$ cat src/rtl/sort_pkg.sv
// Shared types and helpers for the odd-even transposition sorter.
package sort_pkg;

  typedef enum logic [1:0] {
    ST_IDLE = 2'd0,
    ST_SORT = 2'd1,
    ST_DONE = 2'd2
  } state_t;

  // Phase counter must hold values 0..n.
  function automatic int phase_w(input int n);
    return (n < 2) ? 2 : $clog2(n + 1);
  endfunction

  function automatic int elem_lsb(input int i, input int w);
    return i * w;
  endfunction

endpackage

$ cat src/rtl/cmp_swap.sv
// Unsigned compare-exchange cell; lo feeds the lower array index.
module cmp_swap #(
  parameter int W = 8
) (
  input  logic [W-1:0] a,
  input  logic [W-1:0] b,
  input  logic         descend,
  output logic [W-1:0] lo,
  output logic [W-1:0] hi,
  output logic         swapped
);

  // Equal elements never swap, keeping the exchange stable.
  assign swapped = descend ? (a < b) : (a > b);
  assign lo      = swapped ? b : a;
  assign hi      = swapped ? a : b;

endmodule

$ cat src/rtl/oe_sort_engine.sv
// Odd-even transposition sorter, one vector in flight, N phases per vector.
// Optional early termination on two clean phases: define OE_SORT_EARLY_EXIT_EN.
module oe_sort_engine
  import sort_pkg::*;
#(
  parameter int N = 8,
  parameter int W = 8
) (
  input  logic           clk,
  input  logic           rst_n,
  input  logic           in_valid,
  output logic           in_ready,
  input  logic [N*W-1:0] data_in,
  input  logic           descend,
  output logic           out_valid,
  input  logic           out_ready,
  output logic [N*W-1:0] data_out,
  output logic           busy
);

  localparam int PW  = phase_w(N);
  localparam int NE  = N / 2;
  localparam int NO  = (N - 1) / 2;
  localparam int NOW = (NO > 0) ? NO : 1;

  state_t         state;
  logic [PW-1:0]  phase;
  logic           desc_q;
  logic [N*W-1:0] arr;
  logic [N*W-1:0] next_arr;
  logic           phase_swap;
  logic           last_phase;

  wire [N*W-1:0]  even_arr;
  wire [N*W-1:0]  odd_arr;
  wire [NE-1:0]   even_sw;
  wire [NOW-1:0]  odd_sw;

  // Even network: pairs (0,1),(2,3),...
  for (genvar j = 0; j < NE; j++) begin : g_even
    cmp_swap #(.W(W)) u_cs (
      .a       (arr[elem_lsb(2*j, W) +: W]),
      .b       (arr[elem_lsb(2*j+1, W) +: W]),
      .descend (desc_q),
      .lo      (even_arr[elem_lsb(2*j, W) +: W]),
      .hi      (even_arr[elem_lsb(2*j+1, W) +: W]),
      .swapped (even_sw[j])
    );
  end
  if (N % 2 == 1) begin : g_even_tail
    assign even_arr[elem_lsb(N-1, W) +: W] = arr[elem_lsb(N-1, W) +: W];
  end

  // Odd network: pairs (1,2),(3,4),..., element 0 always passes through.
  for (genvar j = 0; j < NO; j++) begin : g_odd
    cmp_swap #(.W(W)) u_cs (
      .a       (arr[elem_lsb(2*j+1, W) +: W]),
      .b       (arr[elem_lsb(2*j+2, W) +: W]),
      .descend (desc_q),
      .lo      (odd_arr[elem_lsb(2*j+1, W) +: W]),
      .hi      (odd_arr[elem_lsb(2*j+2, W) +: W]),
      .swapped (odd_sw[j])
    );
  end
  assign odd_arr[W-1:0] = arr[W-1:0];
  if (N % 2 == 0) begin : g_odd_tail
    assign odd_arr[elem_lsb(N-1, W) +: W] = arr[elem_lsb(N-1, W) +: W];
  end
  if (NO == 0) begin : g_odd_none
    assign odd_sw = '0;
  end

  always_comb begin
    next_arr   = phase[0] ? odd_arr : even_arr;
    phase_swap = phase[0] ? (|odd_sw) : (|even_sw);
  end

`ifdef OE_SORT_EARLY_EXIT_EN
  logic prev_clean;

  // Two consecutive swap-free phases mean every adjacent pair is ordered.
  assign last_phase = (phase == PW'(N - 1)) ||
                      ((phase != '0) && !phase_swap && prev_clean);

  always_ff @(posedge clk or negedge rst_n) begin
    if (!rst_n) begin
      prev_clean <= 1'b0;
    end else if (state == ST_SORT) begin
      prev_clean <= !phase_swap;
    end else begin
      prev_clean <= 1'b0;
    end
  end
`else
  logic unused_phase_swap;

  assign unused_phase_swap = phase_swap;
  assign last_phase        = (phase == PW'(N - 1));
`endif

  always_ff @(posedge clk or negedge rst_n) begin
    if (!rst_n) begin
      state     <= ST_IDLE;
      phase     <= '0;
      desc_q    <= 1'b0;
      arr       <= '0;
      data_out  <= '0;
      in_ready  <= 1'b1;
      out_valid <= 1'b0;
      busy      <= 1'b0;
    end else begin
      case (state)
        ST_IDLE: begin
          if (in_valid) begin
            arr      <= data_in;
            desc_q   <= descend;
            phase    <= '0;
            state    <= ST_SORT;
            in_ready <= 1'b0;
            busy     <= 1'b1;
          end
        end
        ST_SORT: begin
          arr   <= next_arr;
          phase <= phase + PW'(1);
          if (last_phase) begin
            data_out  <= next_arr;
            state     <= ST_DONE;
            busy      <= 1'b0;
            out_valid <= 1'b1;
          end
        end
        ST_DONE: begin
          if (out_ready) begin
            state     <= ST_IDLE;
            out_valid <= 1'b0;
            in_ready  <= 1'b1;
          end
        end
        default: begin
          state     <= ST_IDLE;
          in_ready  <= 1'b1;
          out_valid <= 1'b0;
          busy      <= 1'b0;
        end
      endcase
    end
  end

endmodule
$ cat config.mk
export PLATFORM = sky130hd
export DESIGN_NAME = oe_sort_engine
export DESIGN_NICKNAME = d
export VERILOG_FILES = /design/src/rtl/sort_pkg.sv /design/src/rtl/cmp_swap.sv /design/src/rtl/oe_sort_engine.sv
export SDC_FILE = /design/constraint.sdc
export NUM_CORES = 1
export LEC_CHECK = 0
export CORE_MARGIN = 1
export CORE_UTILIZATION = 40
export DETAILED_ROUTE_END_ITERATION = 8
export HOLD_SLACK_MARGIN = 0.03
export PLACE_DENSITY = 0.61
export SYNTH_ARGS = -nofsm -noshare
export SYNTH_HDL_FRONTEND = slang
export SYNTH_HIERARCHICAL = 1
export SYNTH_SLANG_ARGS = --single-unit
export TNS_END_PERCENT = 5
$ cat constraint.sdc
create_clock -name clk -period 6.29 [get_ports clk]
set_input_delay 1.258 -clock clk [delete_from_list [all_inputs] [get_ports clk]]
set_output_delay 1.258 -clock clk [all_outputs]
set_load 0.01 [all_outputs]
==> Word level (Yosys, flattened, before mapping) <==
Index checks and enable logic that the tools add are counted.
{ "op_classes": {"reduce_logical": 9, "n_eq_ne": 6, "n_mux": 39, "n_shift": 0, "n_addsub": 1, "bitwise_logic": 3, "n_mul": 0, "n_lt_le_gt_ge": 14, "n_div": 0} }
{ "op_table": {"columns": ["operator", "count"], "rows": [
  ["2-to-1 mux 64 bit", 2],
  ["one-hot mux 64 bit (2 select lines)", 1],
  ["2-to-1 mux 8 bit", 14],
  ["greater-than comparator 8 bit", 7],
  ["less-than comparator 8 bit", 7],
  ["2-to-1 mux 1 bit", 13],
  ["AND reduction 3 bit", 4],
  ["one-hot mux 1 bit (3 select lines)", 3],
  ["one-hot mux 4 bit (2 select lines)", 1],
  ["2-to-1 mux 2 bit", 3],
  ["!= test 2 bit (second input constant)", 3],
  ["one-hot mux 2 bit (3 select lines)", 1],
  ["AND reduction 2 bit", 3],
  ["adder 4 x 1 -> 4 bit (second input constant)", 1],
  ["== test 4 x 3 -> 1 bit (second input constant)", 1],
  ["2-to-1 mux 4 bit", 1],
  ["NOT 1 bit", 3],
  ["== test 2 x 1 -> 1 bit (second input constant)", 1],
  ["== test 2 bit (second input constant)", 1],
  ["logical NOT 2 bit", 1],
  ["nonzero test 2 bit", 1]
]} }
{ "totals": {"wordCells": 80, "input_bits": 69, "mem_count": 0, "latch_bits": 0, "rom_bits": 0, "register_bits": 138, "ramBits": 0} }

==> Longest topological paths before layout <==
Gate-level depths: netlist of the first run.
{ "depth": {"word_depth": 5, "ltp_mapped": 12, "mapped_depth_nobuf": 10} }

==> Modules after synthesis <==
Netlist of the first run, hierarchy kept.
{ "modules_own_cells": {"columns": ["mod", "instances", "cells_per_inst", "area_per_inst_um2"], "rows": [
  ["oe_sort_engine", 1, 608, 6845.3],
  ["cmp_swap", 7, 50, 473.0]
]} }

==> Worst setup path after synthesis of the first run <==
OpenSTA, ideal clock, no wires.
{ "synth_timing": {"path_kind": "register to register", "start": "register arr[33]", "end": "register data_out[33]", "t_required_ns": 6.165, "path_stages_with_launch": 12, "arrival_ns": 2.490, "n_path_buf": 2, "slack_ns": 3.675, "cell_sequence": "dfrtp_1 -> inv_1 -> ha_1 -> nor2b_1 -> o211ai_1 -> a211oi_1 -> a211o_1 -> buf_6 -> buf_12 -> mux2_4 -> mux2_2 -> mux2_2"} }
{ "synth_via": {"elab_chain_len": 4} }
{ "synth_rtl": {"columns": ["item", "line_no", "rtl"], "rows": [
  ["start, declared", "oe_sort_engine.sv:29", "logic [N*W-1:0] arr;"],
  ["start signal, assigned", "oe_sort_engine.sv:115", "arr <= data_in;"],
  ["start signal, assigned", "oe_sort_engine.sv:124", "arr <= next_arr;"],
  ["greater-than comparator 8 bit or less-than comparator 8 bit (tied branches)", "cmp_swap.sv:14", "assign swapped = descend ? (a < b) : (a > b);"],
  ["2-to-1 mux 1 bit *", "cmp_swap.sv:14", null],
  ["via odd_sw[1]", "oe_sort_engine.sv:37", "wire [NOW-1:0] odd_sw;"],
  ["2-to-1 mux 8 bit *", "cmp_swap.sv:16", "assign hi = swapped ? a : b;"],
  ["via odd_arr[33]", "oe_sort_engine.sv:35", "wire [N*W-1:0] odd_arr;"],
  ["2-to-1 mux 64 bit *", "oe_sort_engine.sv:74", "next_arr = phase[0] ? odd_arr : even_arr;"],
  ["end signal, assigned", "oe_sort_engine.sv:127", "data_out <= next_arr;"],
  ["end, declared", "oe_sort_engine.sv:17", "output logic [N*W-1:0] data_out,"]
]} }
Mark *: on every way through the listed nets, which the timed path passes. The rest lies on a longest branch.
A chain may end at the register's enable or synchronous reset.

==> Worst setup path in the final report of the first run <==
{ "layout_timing": {"start": "register arr[15]", "end": "register arr[15]"} }
{ "layout_via": {"elab_chain_len": 5} }
{ "layout_rtl": {"columns": ["item", "line_no", "rtl"], "rows": [
  ["greater-than comparator 8 bit or less-than comparator 8 bit (tied branches)", "cmp_swap.sv:14", null],
  ["2-to-1 mux 1 bit *", "cmp_swap.sv:14", null],
  ["via even_sw[0]", "oe_sort_engine.sv:36", "wire [NE-1:0] even_sw;"],
  ["2-to-1 mux 8 bit *", "cmp_swap.sv:16", null],
  ["via even_arr[15]", "oe_sort_engine.sv:34", "wire [N*W-1:0] even_arr;"],
  ["2-to-1 mux 64 bit *", "oe_sort_engine.sv:74", null],
  ["one-hot mux 64 bit (2 select lines) *", "oe_sort_engine.sv:112", "case (state)"]
]} }
Marked as above.

==> reports/summary.md, run 1 <==
- number of antenna violations at the first check in global routing: 0
- CTS Root Buffer Type: sky130_fd_sc_hd__clkbuf_16
- post-synth top area cell: sky130_fd_sc_hd__dfrtp_1
- sink of the worst hold path: out_valid
- via count of the routed design: 7692
- portion of synthesized cell area occupied by the leading cell type: 0.338
- average cell area after synthesis: 10.6 um2
- max-slew violation count: 0
- Detail Placement HPWL: 17.4 mm
- sum of negative setup slack: 0 ns
- max-cap viol count: 0
- final hold viol count: 0
- leakage power figure: 5.31 nW
- gr usage total: 0.212
- cell types with the highest counts after synthesis: sky130_fd_sc_hd__dfrtp_1, sky130_fd_sc_hd__mux2_2, sky130_fd_sc_hd__a21oi_1
- Synthesis Warnings: 6
- crit path cell chain: inv_1, ha_1, nand4_1, nand2b_1, a211oi_1, a211o_1, mux2_2, mux2_2, a22oi_1, o21ai_0
- origin of the critical flop-to-flop path: arr[15]
- share of the cycle needed by the critical path after routing: 0.527
- Slowest cell on crit path: sky130_fd_sc_hd__a211o_1
- multi-input logic area: 5960 um2
- clock-pin slew on the worst setup and hold paths: 0.07 ns
- count of buffers added by post-CTS timing repair for setup: 0
- Detailed Route Iter0 Violations: 467
- wirelength, routed: 27.0 mm
- detailed-router iteration count before antenna repair: 5
- fraction of final layout cells sized beyond drive strength 1: 0.243
- Antenna Violating Nets Remaining: 0
- vertical die dimension: 161 um
- later-pin clock latency in the skew report: 0.43 ns
- area overhead of the layout relative to synthesis: 19.5%
- actual slew at the worst max-slew pin: 1.18 ns
- Longest Clk Path Bufs: 2
- number of gates resized after cts: 0
- fraction of registers with async set or reset after synthesis: 1.00
- port bufs: 135
- die width: 161 um
- post-synthesis cell type count: 41
- Site Rows: 57
- Max Clock Freq: 302 MHz
- final cell count without fillers: 1392
- maximum resistive drop on vdd: 0.255 mV
- CTS H-tree depth: 4
- grt ovf: 0
- top-count cell post-synth: sky130_fd_sc_hd__dfrtp_1
- dpl cells: 1360
- main flop type after synthesis: sky130_fd_sc_hd__dfrtp_1
- arrival time of data at the critical path endpoint: 3.60 ns
- RD Place Congestion: 0.811
- Synth area leaders: sky130_fd_sc_hd__dfrtp_1, sky130_fd_sc_hd__mux2_2, sky130_fd_sc_hd__mux2_4
- Synth Instances: 958
- Avg Vias per Cell: 5.53
- Final nets: 1181
- Antenna Cells: 0
- net count after synthesis: 1084
- hold-critical path depth: 1
- worst clock skew: 0.00968 ns
- run status: completed
- Die Footprint: 26000 um2
- CTS Hold Buffers Added: 0
- Critical Path RT: 6.58 ns
- reg-to-reg slack, setup: 2.98 ns
- capturing element type of the critical path: flip-flop
- synthesized flop and latch total: 138
- mean routed wirelength per cell: 19.4 um
- maximum net fanout on the critical path: 16
- number of clock sinks: 138
- Critical Path Start Type: flip-flop
- Ports: 136
- Seq. cell area: 3460 um2
- shortest period the worst path allows: 3.31 ns
- P per Cell Area: 670 nW/um2
- post-synthesis cell area: 10200 um2
- DRC viols: 0
- global-route wire length before repair: 43.0 mm
- area of the placeable core: 24600 um2
- Slowest Stage Delay on Critical Path: 0.67 ns
- worst min-delay path category: reg2reg
- library cell appearing most often on the critical path: sky130_fd_sc_hd__mux2_2
- number of clock buffers inserted by TritonCTS: 17
- reg2reg path depth: 10
- Finish-stage setup viols: 0
- maximum number of pins on one net before global-route repair: 84
- clock tree from TritonCTS: built
- R2R Path End: arr[15]
- via count of the first global-routing pass: 7694
- slew margin rel.: 0.208
- Setup Crit Path Kind: reg2reg
- count of flip-flops with a built-in enable after synthesis: 0
- beginning of the worst hold path: out_valid
- RSZ-0062 raised after global routing: no
- part of the Yosys area used for sequential elements: 0.340
- initial core utilization: 0.413
- filler instances: 2262
-- kinds of logic after synthesis --
family          Yosys count  synth area share
mux                     226             0.280
buf+inv                 138            0.0748
simple gates            123            0.0717
xor+xnor                  1          0.000863
flops                   138             0.340
compound gates          275             0.163
fa+ha+maj                57            0.0702
-- state kept, by name, indices dropped and copies added, names as in the netlist --
register   flops
phase          4
busy           1
data_out      64
out_valid      1
in_ready       1
state          2
desc_q         1
arr           64
-- worst max path at each step --
| stage | cells past startpoint | slack [ns] | endpoint | startpoint |
|---|---|---|---|---|
| 2_1_floorplan | 11 | 3.67 | data_out[33] | arr[33] |
| 3_3_place_gp | 10 | 3.12 | arr[31] | arr[31] |
| 3_5_place_dp | 5 | 3.02 | arr[7] | in_valid |
| 4_1_cts | 10 | 3.00 | arr[23] | arr[31] |
| 5_1_grt | 10 | 2.76 | arr[15] | arr[15] |
| 6_report | 10 | 2.98 | arr[15] | arr[15] |
-- per-stage QoR --
stage | total power [W] | hold WS, ns | setup slack [ns] | area, um2 | util
after floorplan | 0.00603 | 0.524 | 3.67 | 10200 | -
after global placement | 0.00691 | 0.477 | 3.12 | 11500 | 0.467
after detailed placement | 0.00700 | 0.484 | 3.02 | 11500 | 0.467
after CTS | 0.00816 | 0.499 | 3.00 | 12100 | 0.493
after global routing | 0.00876 | 0.525 | 2.76 | 12100 | 0.493
final | 0.00814 | 0.492 | 2.98 | 12100 | 0.493
-- critical path, delay by kind of cell, from the launching register on --
family / cells / cell delay, ns
AOI/OAI and AO/OA: 4 / 1.19
muxes: 2 / 0.70
DFF: 1 / 0.52
and+or+nand+nor: 2 / 0.34
adders and majority gates: 1 / 0.32
buffers and inverters: 1 / 0.09
-- routing by layer --
layer / track usage / wire [um]
met3: 0.0406 / 1200
met4: 0.0536 / 335
met2: 0.332 / 12400
met5: 0 / 0
met1: 0.300 / 13100
-- layout by cell type, fill, tap and decap left out, types with 7 or more instances in the layout --
cell	count
sky130_fd_sc_hd__nand4_1	14
sky130_fd_sc_hd__o211ai_1	7
sky130_fd_sc_hd__a211o_1	7
sky130_fd_sc_hd__ha_1	57
sky130_fd_sc_hd__nor2_1	10
sky130_fd_sc_hd__o21a_1	8
sky130_fd_sc_hd__dfrtp_1	135
sky130_fd_sc_hd__nand2_1	10
sky130_fd_sc_hd__nand2b_1	11
sky130_fd_sc_hd__mux2i_1	17
sky130_fd_sc_hd__nor2b_1	55
sky130_fd_sc_hd__clkbuf_16	17
sky130_fd_sc_hd__a21o_1	8
sky130_fd_sc_hd__o21ai_0	65
sky130_fd_sc_hd__a211oi_1	7
sky130_fd_sc_hd__a21oi_1	103
sky130_fd_sc_hd__mux2_2	125
sky130_fd_sc_hd__clkdlybuf4s50_1	133
sky130_fd_sc_hd__and2_0	7
sky130_fd_sc_hd__nor3_1	7
sky130_fd_sc_hd__buf_4	8
sky130_fd_sc_hd__a22oi_1	64
sky130_fd_sc_hd__mux2_4	84
sky130_fd_sc_hd__inv_1	73
-- layout make-up --
cell class                      instances  share of cell area
Multi-Input combinational cell        682               0.491
Inverter                               73              0.0226
Sequential cell                       138               0.285
Clock inverter                         14              0.0160
Timing Repair Buffer                  143               0.116
Tap cell                              324              0.0334
Clock buffer                           18              0.0362
-- power by group --
part,total [W],switching [W],internal (W),leakage [nW]
Clock,0.00110,0.000424,0.000676,0.307
Sequential,0.00187,0.000564,0.00131,1.73
Combinational,0.00516,0.00232,0.00284,3.27
Total,0.00814,0.00331,0.00483,5.31
(Power assumes the default switching activity.)
==> run 2: changes to the inputs <==
Clock period 6.29 ns to 3.2 ns, I/O delays scaled along.
==> reports/summary.md, run 2 (synthesis results as in run 1) <==
- run status: completed
- area of the placeable core: 24600 um2
- kind of cell adding the most delay to the critical path: compound AO/OA/AOI/OAI gates
- reg2reg path depth: 10
- arrival time of data at the critical path endpoint: 3.25 ns
- Critical Path RT: 3.49 ns
- shortest period the worst path allows: 2.96 ns
- combinational power share: 0.667
- later-pin clock latency in the skew report: 0.43 ns
- via count of the first global-routing pass: 7737
- share of the cycle needed by the critical path after routing: 0.925
- capturing element type of the critical path: flip-flop
- worst min-delay path category: in2async
- detailed-router iteration count before antenna repair: 5
- Setup Crit Path Kind: reg2reg
- maximum net fanout on the critical path: 8
- vertical die dimension: 161 um
- multi-input logic area: 5960 um2
- leakage power figure: 5.43 nW
- Critical path buffers and inverters: 1
- number of clock buffers inserted by TritonCTS: 17
- Critical Path Start Type: flip-flop
- Avg Vias per Cell: 5.46
- DRC viols: 0
- Detailed Route Iter0 Violations: 491
- Antenna Violating Nets Remaining: 0
- Die Footprint: 26000 um2
- clock-pin slew on the worst setup and hold paths: 0.06 ns
- fraction of final layout cells sized beyond drive strength 1: 0.260
- max-slew violation count: 0
- grt ovf: 0
- Final nets: 1213
- Ports: 136
- Finish-stage setup viols: 0
- logic depth of the worst path, buffers included: 10
- Max Clock Freq: 338 MHz
- area overhead of the layout relative to synthesis: 21.3%
- Slowest Stage Delay on Critical Path: 0.48 ns
- RD Place Congestion: 0.814
- maximum number of pins on one net before global-route repair: 77
- RSZ-0062 raised after global routing: no
- slew margin rel.: 0.209
- internal power: 0.00962 W
- final hold viol count: 0
- origin of the critical flop-to-flop path: arr[13]
- crit path cell chain: ha_1, nand4_1, nand2b_1, a211oi_1, a211o_1, buf_4, mux2_2, mux2_2, a22oi_1, o21ai_0
- gr usage total: 0.219
- P per Cell Area: 1310 nW/um2
- Longest Clk Path Bufs: 2
- Seq. cell area: 3460 um2
- filler instances: 2299
- Detail Placement HPWL: 18.6 mm
- Reg power frac: 0.219
- post-layout power: 0.0162 W
- mean routed wirelength per cell: 19.4 um
- CTS H-tree depth: 4
- most common cell after layout, fill and taps aside: sky130_fd_sc_hd__dfrtp_1
- share of total power in the clock network: 0.114
- number of clock sinks: 138
- Largest regs: arr: 64 flops, data_out: 64 flops, phase: 4 flops
- Switching Power: 0.00655 W
- die width: 161 um
- switching part of the total power: 0.405
- initial core utilization: 0.413
- port bufs: 135
- sum of negative setup slack: 0 ns
- library cell appearing most often on the critical path: sky130_fd_sc_hd__mux2_2
- Worst Setup SP: arr[13]
- CTS Hold Buffers Added: 0
- max-cap viol count: 0
- wirelength, routed: 27.7 mm
- count of buffers added by post-CTS timing repair for setup: 0
- clock tree from TritonCTS: built
- worst hold slack after final layout: 0.0474 ns
- Site Rows: 57
- maximum resistive drop on vdd: 0.432 mV
- number of gates resized after cts: 0
- top library cells by usage in the layout, fill and taps aside: sky130_fd_sc_hd__dfrtp_1, sky130_fd_sc_hd__clkdlybuf4s50_1, sky130_fd_sc_hd__mux2_2
- number of antenna violations at the first check in global routing: 1
- Slowest cell on crit path: sky130_fd_sc_hd__dfrtp_1
- CTS Root Buffer Type: sky130_fd_sc_hd__clkbuf_16
- actual slew at the worst max-slew pin: 1.18 ns
- global-route wire length before repair: 44.2 mm
- via count of the routed design: 7777
- worst clock skew: 0.0223 ns
==> run 2: path summary, 6_finish.rpt <==
kind                                     end  slack [ns]
min in group clk                   out_valid        0.50
worst max-delay path                  arr[8]        0.24
max in group asynchronous       data_out[50]        2.30
worst min register to register     out_valid        0.50
worst max register to register        arr[8]        0.24
worst min-delay path            data_out[19]        0.05
==> run 2: metrics by stage <==
stage | worst slack (ns) | util | area (um2) | cells
3_5_place_dp | 0.291 | 0.479 | 11800 | 1392
5_1_grt | 0.0629 | 0.501 | 12300 | 1424
4_1_cts | 0.253 | 0.501 | 12300 | 1424
3_3_place_gp | 0.360 | 0.479 | 11800 | 1392
6_report | 0.241 | 0.501 | 12300 | 1425
2_1_floorplan | 0.585 | - | 10200 | 958
==> run 2: worst register-to-register path: stages (launching register included) <==
cell and delay (ns):
sky130_fd_sc_hd__dfrtp_1 0.48, sky130_fd_sc_hd__ha_1 0.36, sky130_fd_sc_hd__nand4_1 0.15, sky130_fd_sc_hd__nand2b_1 0.18, sky130_fd_sc_hd__a211oi_1 0.22, sky130_fd_sc_hd__a211o_1 0.30
sky130_fd_sc_hd__buf_4 0.24, sky130_fd_sc_hd__mux2_2 0.35, sky130_fd_sc_hd__mux2_2 0.28, sky130_fd_sc_hd__a22oi_1 0.16, sky130_fd_sc_hd__o21ai_0 0.11
==> run 2: power by group through the flow <==
| stage | Clock (W) | Combinational (W) | Sequential, W |
|---|---|---|---|
| after floorplan | 0 | 0.00839 | 0.00345 |
| after global placement | 0 | 0.0106 | 0.00356 |
| after detailed placement | 0 | 0.0107 | 0.00357 |
| after CTS | 0.00187 | 0.0108 | 0.00356 |
| after global routing | 0.00195 | 0.0117 | 0.00369 |
| final | 0.00184 | 0.0108 | 0.00355 |
==> run 2: area by class of cell <==
| cell class | instances | share of cell area |
|---|---|---|
| Antenna cell | 1 | 0.000203 |
| Clock buffer | 22 | 0.0361 |
| Clock inverter | 10 | 0.00650 |
| Inverter | 73 | 0.0222 |
| Multi-Input combinational cell | 682 | 0.484 |
| Sequential cell | 138 | 0.281 |
| Tap cell | 324 | 0.0329 |
| Timing Repair Buffer | 175 | 0.138 |
==> run 2: routing by layer <==
metal  part of all wire  track usage
met5                  0            0
met4              0.023       0.0845
met3              0.039       0.0318
met2               0.45        0.327
met1               0.49        0.317
